### config.mk
export PLATFORM = sky130hd
export DESIGN_NAME = daq_sample_fifo_slave_flat
export DESIGN_NICKNAME = d
export VERILOG_FILES = /design/src/rtl/daq_sample_fifo_slave_if.sv /design/src/rtl/daq_sample_fifo_slave.sv /design/src/flat_wrapper.sv
export SDC_FILE = /design/constraint.sdc
export NUM_CORES = 1
export LEC_CHECK = 0
export ABC_AREA = 1
export CORE_MARGIN = 2
export CORE_UTILIZATION = 64
export DETAILED_ROUTE_END_ITERATION = 16
export PLACE_DENSITY = 0.84
export SKIP_CTS_REPAIR_TIMING = 1
export SYNTH_ARGS = -nofsm -noshare
export SYNTH_HDL_FRONTEND = slang
export SYNTH_SLANG_ARGS = --single-unit
### constraint.sdc
create_clock -name wb_clk -period 6.75 [get_ports wb_clk]
set_clock_uncertainty 0.2 [all_clocks]
set_input_delay 1.35 -clock wb_clk [delete_from_list [all_inputs] [get_ports wb_clk]]
set_output_delay 1.35 -clock wb_clk [all_outputs]
set_load 0.05 [all_outputs]
### src/rtl/daq_sample_fifo_slave_if.sv
// Wishbone B3 bus bundle between the DAQ master and the sample FIFO responder.
// The signal names follow the responder's view, so the _i and _o suffixes are relative to the slave.
interface daq_sample_fifo_slave_if #(
  parameter int dw = 32,
  parameter int aw = 32
);
  logic [aw-1:0] wb_adr_i;
  logic [dw-1:0] wb_dat_i;
  logic [3:0]    wb_sel_i;
  logic          wb_we_i;
  logic          wb_cyc_i;
  logic          wb_stb_i;
  logic [2:0]    wb_cti_i;
  logic [1:0]    wb_bte_i;
  logic [dw-1:0] wb_dat_o;
  logic          wb_ack_o;
  logic          wb_err_o;
  logic          wb_rty_o;

  modport master (
    output wb_adr_i, wb_dat_i, wb_sel_i, wb_we_i, wb_cyc_i, wb_stb_i, wb_cti_i, wb_bte_i,
    input  wb_dat_o, wb_ack_o, wb_err_o, wb_rty_o
  );

  modport slave (
    input  wb_adr_i, wb_dat_i, wb_sel_i, wb_we_i, wb_cyc_i, wb_stb_i, wb_cti_i, wb_bte_i,
    output wb_dat_o, wb_ack_o, wb_err_o, wb_rty_o
  );
endinterface

### src/rtl/daq_sample_fifo_slave.sv
// Wishbone B3 responder that sinks and sources 32-bit DAQ samples through a small FIFO.
// It also provides status, control and threshold registers and a level interrupt.
module daq_sample_fifo_slave #(
  parameter int            dw       = 32,
  parameter int            aw       = 32,
  parameter int            FIFO_AW  = 4,
  parameter logic [aw-1:0] BASE_ADR = '0
) (
  input  logic                   wb_clk,
  input  logic                   wb_rst,
  daq_sample_fifo_slave_if.slave wb,
  output logic                   irq,
  output logic [FIFO_AW:0]       fifo_count
);

  localparam int DEPTH = 1 << FIFO_AW;

  localparam logic [1:0] REG_DATA    = 2'd0;
  localparam logic [1:0] REG_STATUS  = 2'd1;
  localparam logic [1:0] REG_CONTROL = 2'd2;
  localparam logic [1:0] REG_THRESH  = 2'd3;

  localparam logic [2:0] CTI_INCR = 3'b010;
  localparam logic [2:0] CTI_EOB  = 3'b111;

  typedef enum logic [1:0] {
    ST_IDLE,
    ST_ACK,
    ST_ERR
  } state_t;

  state_t state, state_next;

  logic [dw-1:0]      mem [DEPTH];
  logic [FIFO_AW-1:0] wr_ptr, rd_ptr;
  logic [FIFO_AW:0]   count;
  logic [FIFO_AW:0]   thresh;
  logic               overflow, underflow;
  logic               last_burst;
  logic [dw-1:0]      dat_q;

  logic               req, in_window, bad_beat, burst_cont, accept, good;
  logic [1:0]         reg_sel;
  logic               do_push, do_pop, do_ctrl, do_thresh;
  logic               full, empty;
  logic [dw-1:0]      status_word, rd_data;
  logic [1:0]         unused_adr_bits;

  assign full  = count[FIFO_AW];
  assign empty = (count == '0);

  assign unused_adr_bits = wb.wb_adr_i[1:0];

  // A beat is taken either from idle or as the next beat of an incrementing burst while ack is still high.
  // The end-of-burst beat (cti=111) is also taken back-to-back, so the burst has no gap before ack drops.
  always_comb begin
    state_next  = ST_IDLE;
    req         = wb.wb_cyc_i & wb.wb_stb_i;
    in_window   = (wb.wb_adr_i[aw-1:4] == BASE_ADR[aw-1:4]);
    reg_sel     = wb.wb_adr_i[3:2];
    bad_beat    = !in_window
                | ((reg_sel == REG_DATA) && (wb.wb_sel_i != 4'hF))
                | ((reg_sel == REG_STATUS) && wb.wb_we_i);
    burst_cont  = (state == ST_ACK) && req && last_burst && (wb.wb_bte_i == 2'b00)
                && ((wb.wb_cti_i == CTI_INCR) || (wb.wb_cti_i == CTI_EOB));
    accept      = (req && (state == ST_IDLE)) || burst_cont;
    good        = accept && !bad_beat;
    do_push     = good && wb.wb_we_i && (reg_sel == REG_DATA);
    do_pop      = good && !wb.wb_we_i && (reg_sel == REG_DATA);
    do_ctrl     = good && wb.wb_we_i && (reg_sel == REG_CONTROL);
    do_thresh   = good && wb.wb_we_i && (reg_sel == REG_THRESH);
    if (accept) begin
      state_next = bad_beat ? ST_ERR : ST_ACK;
    end
  end

  always_ff @(posedge wb_clk or posedge wb_rst) begin
    if (wb_rst) begin
      state <= ST_IDLE;
    end else begin
      state <= state_next;
    end
  end

  always_comb begin
    status_word              = '0;
    status_word[FIFO_AW:0]   = count;
    status_word[8]           = empty;
    status_word[9]           = full;
    status_word[16]          = overflow;
    status_word[17]          = underflow;

    rd_data = '0;
    if (!wb.wb_we_i) begin
      case (reg_sel)
        REG_DATA:   rd_data = empty ? '0 : mem[rd_ptr];
        REG_STATUS: rd_data = status_word;
        REG_THRESH: rd_data[FIFO_AW:0] = thresh;
        default:    rd_data = '0;
      endcase
    end
  end

  // FIFO bookkeeping, register writes and the registered read data all change at the edge that accepts the beat.
  always_ff @(posedge wb_clk or posedge wb_rst) begin
    if (wb_rst) begin
      wr_ptr     <= '0;
      rd_ptr     <= '0;
      count      <= '0;
      thresh     <= '0;
      overflow   <= 1'b0;
      underflow  <= 1'b0;
      last_burst <= 1'b0;
      dat_q      <= '0;
      irq        <= 1'b0;
    end else begin
      irq   <= (thresh != '0) && (count >= thresh);
      dat_q <= good ? rd_data : '0;

      if (accept) begin
        last_burst <= (wb.wb_cti_i == CTI_INCR) && (wb.wb_bte_i == 2'b00);
      end

      if (do_push) begin
        if (full) begin
          overflow <= 1'b1;
        end else begin
          wr_ptr <= wr_ptr + 1'b1;
          count  <= count + 1'b1;
        end
      end

      if (do_pop) begin
        if (empty) begin
          underflow <= 1'b1;
        end else begin
          rd_ptr <= rd_ptr + 1'b1;
          count  <= count - 1'b1;
        end
      end

      if (do_ctrl) begin
        if (wb.wb_dat_i[0]) begin
          wr_ptr <= '0;
          rd_ptr <= '0;
          count  <= '0;
        end
        if (wb.wb_dat_i[1]) begin
          overflow  <= 1'b0;
          underflow <= 1'b0;
        end
      end

      if (do_thresh) begin
        thresh <= wb.wb_dat_i[FIFO_AW:0];
      end
    end
  end

  // Sample storage has no reset; a flush only rewinds the pointers.
  always_ff @(posedge wb_clk) begin
    if (do_push && !full) begin
      mem[wr_ptr] <= wb.wb_dat_i;
    end
  end

  assign wb.wb_ack_o = (state == ST_ACK);
  assign wb.wb_err_o = (state == ST_ERR);
  assign wb.wb_rty_o = 1'b0;
  assign wb.wb_dat_o = dat_q;
  assign fifo_count  = count;

endmodule

### src/flat_wrapper.sv
// flat-port wrapper written by rule: the top's interface ports become plain ports
module daq_sample_fifo_slave_flat 
#(
  parameter int            dw       = 32,
  parameter int            aw       = 32,
  parameter int            FIFO_AW  = 4,
  parameter logic [aw-1:0] BASE_ADR = '0
)
  (wb_clk, wb_rst, irq, fifo_count, wb_wb_adr_i, wb_wb_dat_i, wb_wb_sel_i, wb_wb_we_i, wb_wb_cyc_i, wb_wb_stb_i, wb_wb_cti_i, wb_wb_bte_i, wb_wb_dat_o, wb_wb_ack_o, wb_wb_err_o, wb_wb_rty_o);
  daq_sample_fifo_slave_if #(.dw(dw), .aw(aw)) wb_i ();
  input  logic wb_clk;
  input  logic wb_rst;
  output logic irq;
  output logic [FIFO_AW:0] fifo_count;
  input wire logic [$bits(wb_i.wb_adr_i)-1:0] wb_wb_adr_i;
  input wire logic [$bits(wb_i.wb_dat_i)-1:0] wb_wb_dat_i;
  input wire logic [$bits(wb_i.wb_sel_i)-1:0] wb_wb_sel_i;
  input wire logic [$bits(wb_i.wb_we_i)-1:0] wb_wb_we_i;
  input wire logic [$bits(wb_i.wb_cyc_i)-1:0] wb_wb_cyc_i;
  input wire logic [$bits(wb_i.wb_stb_i)-1:0] wb_wb_stb_i;
  input wire logic [$bits(wb_i.wb_cti_i)-1:0] wb_wb_cti_i;
  input wire logic [$bits(wb_i.wb_bte_i)-1:0] wb_wb_bte_i;
  output wire logic [$bits(wb_i.wb_dat_o)-1:0] wb_wb_dat_o;
  output wire logic [$bits(wb_i.wb_ack_o)-1:0] wb_wb_ack_o;
  output wire logic [$bits(wb_i.wb_err_o)-1:0] wb_wb_err_o;
  output wire logic [$bits(wb_i.wb_rty_o)-1:0] wb_wb_rty_o;
  assign wb_i.wb_adr_i = wb_wb_adr_i;
  assign wb_i.wb_dat_i = wb_wb_dat_i;
  assign wb_i.wb_sel_i = wb_wb_sel_i;
  assign wb_i.wb_we_i = wb_wb_we_i;
  assign wb_i.wb_cyc_i = wb_wb_cyc_i;
  assign wb_i.wb_stb_i = wb_wb_stb_i;
  assign wb_i.wb_cti_i = wb_wb_cti_i;
  assign wb_i.wb_bte_i = wb_wb_bte_i;
  assign wb_wb_dat_o = wb_i.wb_dat_o;
  assign wb_wb_ack_o = wb_i.wb_ack_o;
  assign wb_wb_err_o = wb_i.wb_err_o;
  assign wb_wb_rty_o = wb_i.wb_rty_o;
  daq_sample_fifo_slave #(.dw(dw), .aw(aw), .FIFO_AW(FIFO_AW), .BASE_ADR(BASE_ADR)) u_core (.wb_clk(wb_clk), .wb_rst(wb_rst), .wb(wb_i), .irq(irq), .fifo_count(fifo_count));
endmodule
; Yosys cells after proc, flatten, opt, wreduce, memory -nomap -nowiden
; Memories as Yosys holds them, arrays and structs flattened.
; Index checks and enable logic that the tools add are counted.
[totals]
register_bits = 56
ramBits = 512
input_bits = 78
n_memories = 1
[op_classes]
n_addsub = 4
order_cmp = 1
n_eq_ne = 8
n_mux = 31
n_bitwise = 3
reduce_logical = 29
[memory_table]
columns = memory, depth, width, rd, rd_ports_with_merged_regs, wr, line_no
row1 = u_core.mem, 16, 32, 1, 0, 1, daq_sample_fifo_slave.sv:34  ; logic [dw-1:0] mem [DEPTH];
[op_table]
columns = operator, n
row1 = 2-to-1 mux 32 bit, 3
row2 = case mux 27 bit (2 select lines), 1
row3 = 2-to-1 mux 4 bit, 8
row4 = 2-to-1 mux 5 bit, 6
row5 = logical NOT 28 bit, 1
row6 = logical AND 1 bit, 17
row7 = case mux 5 bit (3 select lines), 1
row8 = 2-to-1 mux 1 bit, 10
row9 = adder 4 x 1 -> 4 bit (second input constant), 2
row10 = == test 2 bit (second input constant), 3
row11 = logical NOT 2 bit, 3
row12 = adder 5 x 1 -> 5 bit (second input constant), 1
row13 = greater-or-equal comparator 5 bit, 1
row14 = logical NOT 5 bit, 1
row15 = nonzero test 5 bit, 1
row16 = subtractor 5 x 1 -> 5 bit (second input constant), 1
row17 = == test 2 x 1 -> 1 bit (second input constant), 2
row18 = logical NOT 1 bit, 4
row19 = 2-to-1 mux 2 bit, 2
row20 = inequality test 4 bit (second input constant), 1
row21 = == test 3 x 2 -> 1 bit (second input constant), 1
row22 = == test 3 bit (second input constant), 1
row23 = logical OR 1 bit, 2
row24 = bitwise OR 1 bit, 2
row25 = AND 1 bit, 1

; Longest topological paths before layout
[logic_depth]
ltp_word = 14
mapped_depth = 13
mapped_depth_nobuf = 13

; Worst setup path before layout
; No wires, ideal clock.
[synth_timing]
path_type = input -> register
startpoint = in wb_wb_adr_i[27]
endpoint = mem u_core.mem[15][0], enable pin
t_arrival_ns = 3.691
slack_ns = 2.438
path_stages = 9
n_path_buf = 0
cell_sequence = nor2_1 > nand2_1 > nor2_1 > nand2_2 > nor2_4 > nand4_2 > nor2_4 > nand3_1 > nor2_1
[synth_via]
elab_chain_cells = 11
[synth_rtl]
columns = item, line_no
row1 = from (decl), flat_wrapper.sv:15  ; input wire logic [$bits(wb_i.wb_adr_i)-1:0] wb_wb_adr_i;
row2 = logical NOT 28 bit, daq_sample_fifo_slave.sv:59  ; in_window = (wb.wb_adr_i[aw-1:4] == BASE_ADR[aw-1:4]);
row3 = logical NOT 1 bit, daq_sample_fifo_slave.sv:61  ; bad_beat = !in_window
row4 = bitwise OR 1 bit, daq_sample_fifo_slave.sv:62  ; | ((reg_sel == REG_DATA) && (wb.wb_sel_i != 4'hF))
row5 = bitwise OR 1 bit, daq_sample_fifo_slave.sv:63  ; | ((reg_sel == REG_STATUS) && wb.wb_we_i);
row6 = logical NOT 1 bit, daq_sample_fifo_slave.sv:67  ; good = accept && !bad_beat;
row7 = logical AND 1 bit, daq_sample_fifo_slave.sv:67
row8 = logical AND 1 bit (2 in series), daq_sample_fifo_slave.sv:68  ; do_push = good && wb.wb_we_i && (reg_sel == REG_DATA);
row9 = logical AND 1 bit, daq_sample_fifo_slave.sv:162  ; if (do_push && !full) begin
row10 = 2-to-1 mux 1 bit, daq_sample_fifo_slave.sv:162
row11 = 2-to-1 mux 1 bit (implied by the code), daq_sample_fifo_slave.sv:163  ; mem[wr_ptr] <= wb.wb_dat_i;
row12 = to (decl), daq_sample_fifo_slave.sv:34
; Every way passes these cells.

; Worst setup path in the final report
[layout_timing]
startpoint = in wb_wb_adr_i[2]
endpoint = mem u_core.mem[14][21], enable pin
[layout_via]
elab_chain_cells = 11
[layout_rtl]
columns = item, line_no
row1 = logical NOT 2 bit, "daq_sample_fifo_slave.sv:62, daq_sample_fifo_slave.sv:68"
row2 = logical AND 1 bit, daq_sample_fifo_slave.sv:62
row3 = bitwise OR 1 bit, daq_sample_fifo_slave.sv:62
row4 = bitwise OR 1 bit, daq_sample_fifo_slave.sv:63
row5 = logical NOT 1 bit, daq_sample_fifo_slave.sv:67
row6 = logical AND 1 bit, daq_sample_fifo_slave.sv:67
row7 = logical AND 1 bit, daq_sample_fifo_slave.sv:68
row8 = logical AND 1 bit (*), daq_sample_fifo_slave.sv:68
row9 = logical AND 1 bit (*), daq_sample_fifo_slave.sv:162
row10 = 2-to-1 mux 1 bit (*), daq_sample_fifo_slave.sv:162
row11 = 2-to-1 mux 1 bit (implied by the code) (*), daq_sample_fifo_slave.sv:163
; Mark *: on every way between the ends. The rest lies on a longest branch, timed or not.

==> out/metrics.cfg <==
[sta]
setup_viol=0
worst_pin_slew_ns=1.18
hold_viol_final=0
slew_headroom_pct=21.4
rsz0062_at_grt=false
max_freq_ghz=0.231
setup-tns-final_ns=0
post-route-period-util_pct=64.3
timing.hold.ws_ns=0.309
slew_viol_final=0
finalCriticalPeriod_ns=4.34

[grt]
grt_pass1_vias=15200
grtUsageTotal_pct=31.1
grt_overflow=0
grt_pass1_wl_um=84900
antenna_found_initial=2
grt_max_degree=197

[worst_setup_path]
cp_data_required_time_ns=6.83
regToRegSetupSlack_ns=3.02
cpMostUsedCell=nor2_4
worstRegToRegCells=6
cp-startpoint=wb_wb_adr_i[2]
endpoint=u_core.mem[14][21]
worstSetupPathType=in2reg
cp.depth=11
crit_family=simple AND/OR/NAND/NOR gates
cp.buffers_inverters=3
cp-start-kind=primary input
crit_chain=clkdlybuf4s50_1 > inv_1 > nor2_2 > a21oi_2 > nand2_2 > nor2_4 > nand4_2 > nor2_4 > nand2_1 > nor2_4 > buf_4
r2r_end=u_core.wb.wb_dat_o[26]
cp_slowest_cell=nor2_4
slowest_delay_ns=0.93
r2r_start=u_core.rd_ptr[0]
path_max_fanout=24
cp-end-kind=flip-flop
worstPathArrival_ns=4.42

[yosys]
synth_ff_type=edfxtp_1
synth_seq_cells=568
synth_cells=1750
avgSynthCellArea_um2=12.9
synth_nets=1840
synthArstFlopShare_pct=9.86
syn_area_mm2=0.0225
synth_warnings=0
ys_seq_area_share_pct=74.6
synth_cell_type_count=42
synth_edf_count=512

[route]
via_per_inst=6.53
antenna_left=0
vias=15300
wirelength_um=57000
drtIter0Drc=2071
drc=0
dr.pass1.iters=8
wl_per_cell_um=24.3

[power]
p_comb_share_pct=1.7
irDropWorstVdd_mv=0.218
finalPower_mw=6.86
powerDensity_mw_per_mm2=266
leakage_nw=8.62
internal_power_mw=5.54
seq_power_share_pct=55.9
clkPwrFrac_pct=42.5
swShare_pct=19.2
p_sw_mw=1.32

[layout]
final_cell_mix=edfxtp_1, nor2_1, o21ai_0, nand2_1, clkdlybuf4s50_1
fin_nets=1933
final_common_cell=edfxtp_1
fin_area_mm2=0.0258
drive_gt1_share_pct=7.42
syn_to_final_growth_pct=14.7
fin_util_pct=74.7

[floorplanning]
coreArea_mm2=0.0345
die_w_um=192
die_height_um=192
rows=68
die_area_mm2=0.0367
initial_core_util_pct=65.1
ios=119

[placement]
place_congestion=0.837
dpl_cell_area_mm2=0.0241
dp_hpwl_um=30000
port_buffers=115

[worst_hold_path]
min_path_type=reg2reg

[clock_tree]
cts_tree=done
clk_latency_ns=0.59
clockBufferDepth=3
clk_transition_reported_paths_ns=0.06
cts_inserted_buffers=53
cts.sink_count=568
cts_root_buf=clkbuf_16
htree_num_levels=2

[run_status]
status=finished clean

[job]
drv_cap=0

==> stage by stage <==
step | std cells | setup WS [ns]
finish | 2344 | 2.41
detailed placement | 2243 | 1.86
floorplan | 1750 | 2.44
global route | 2343 | 2.23
CTS | 2343 | 2.45
global placement | 2243 | 1.93
==> flip-flops by register name, indices dropped and copies added (netlist names) <==
signal / flops
u_core.fifo_count: 5
u_core.irq: 1
u_core.last_burst: 1
u_core.mem: 512
u_core.overflow: 1
u_core.rd_ptr: 4
u_core.state: 2
u_core.thresh: 5
u_core.underflow: 1
u_core.wb.wb_dat_o: 32
u_core.wr_ptr: 4
==> cells by family (layout without fill, tap and decap cells) <==
group	after synthesis	after routing	synth area share [%]
buf+inv	170	308	3.19
flops	568	568	74.6
simple gates	563	563	10.5
fa+ha+maj	12	12	0.667
other cells	1	2	0.0167
compound gates	434	434	11.0
xor+xnor	2	2	0.0779
==> synthesized netlist by cell type, drive strengths merged (2+ instances only) <==
master	n	area (um^2)
a21oi	95	479
a221oi	16	140
a31oi	6	37.5
a32o	2	20.0
buf	52	274
clkbuf	53	199
clkinv	2	7.51
dfrtp	56	1400
edfxtp	512	15400
ha	12	150
inv	63	236
nand2	205	777
nand3	69	355
nand4	34	219
nor2	247	957
nor3	3	15.0
nor4	2	12.5
o211ai	19	143
o21ai	222	1120
o21bai	2	15.0
o221ai	29	254
o22ai	40	250
xor2	2	17.5
==> layer usage <==
metal,routed length (um),vias up,GRT usage (%)
met3,7120,191,6.79
met1,20100,7309,40.2
met2,27400,1206,50.6
met4,2350,2,14.9
li1,-,6609,-
met5,13,-,0
==> worst min-delay path: stages, from the launching register on <==
cell,delay (ns)
dfrtp_1,0.35
a31oi_1,0.05
nor2_1,0.07
==> power groups by stage <==
stage / combinational [mW] / sequential (mW) / clock (mW)
5_1_grt: 0.124 / 3.83 / 3.05
3_5_place_dp: 0.112 / 3.91 / 0
4_1_cts: 0.113 / 3.83 / 2.92
6_report: 0.114 / 3.83 / 2.91
2_1_floorplan: 0.0220 / 3.91 / 0
3_3_place_gp: 0.108 / 3.91 / 0
==> final cells by class <==
class | count | area [um^2]
antenna | 1 | 2.50
clock buffer | 80 | 1520
clock inverter | 20 | 171
fill | 1999 | 8750
inverter | 65 | 249
multi-input combinational | 1012 | 5130
sequential | 568 | 16800
tap | 455 | 569
timing repair buffer | 143 | 1370
==> worst min path at each step <==
stage / from / slack (ns) / to / cells after the start
6_report: u_core.underflow / 0.31 / u_core.underflow / 2
5_1_grt: u_core.underflow / 0.32 / u_core.underflow / 2
4_1_cts: u_core.thresh[4] / 0.31 / u_core.thresh[4] / 2
3_5_place_dp: u_core.thresh[4] / 0.29 / u_core.thresh[4] / 2
3_3_place_gp: u_core.underflow / 0.28 / u_core.underflow / 2
2_1_floorplan: u_core.overflow / 0.26 / u_core.overflow / 2
Power figures use the tool's default switching activity.
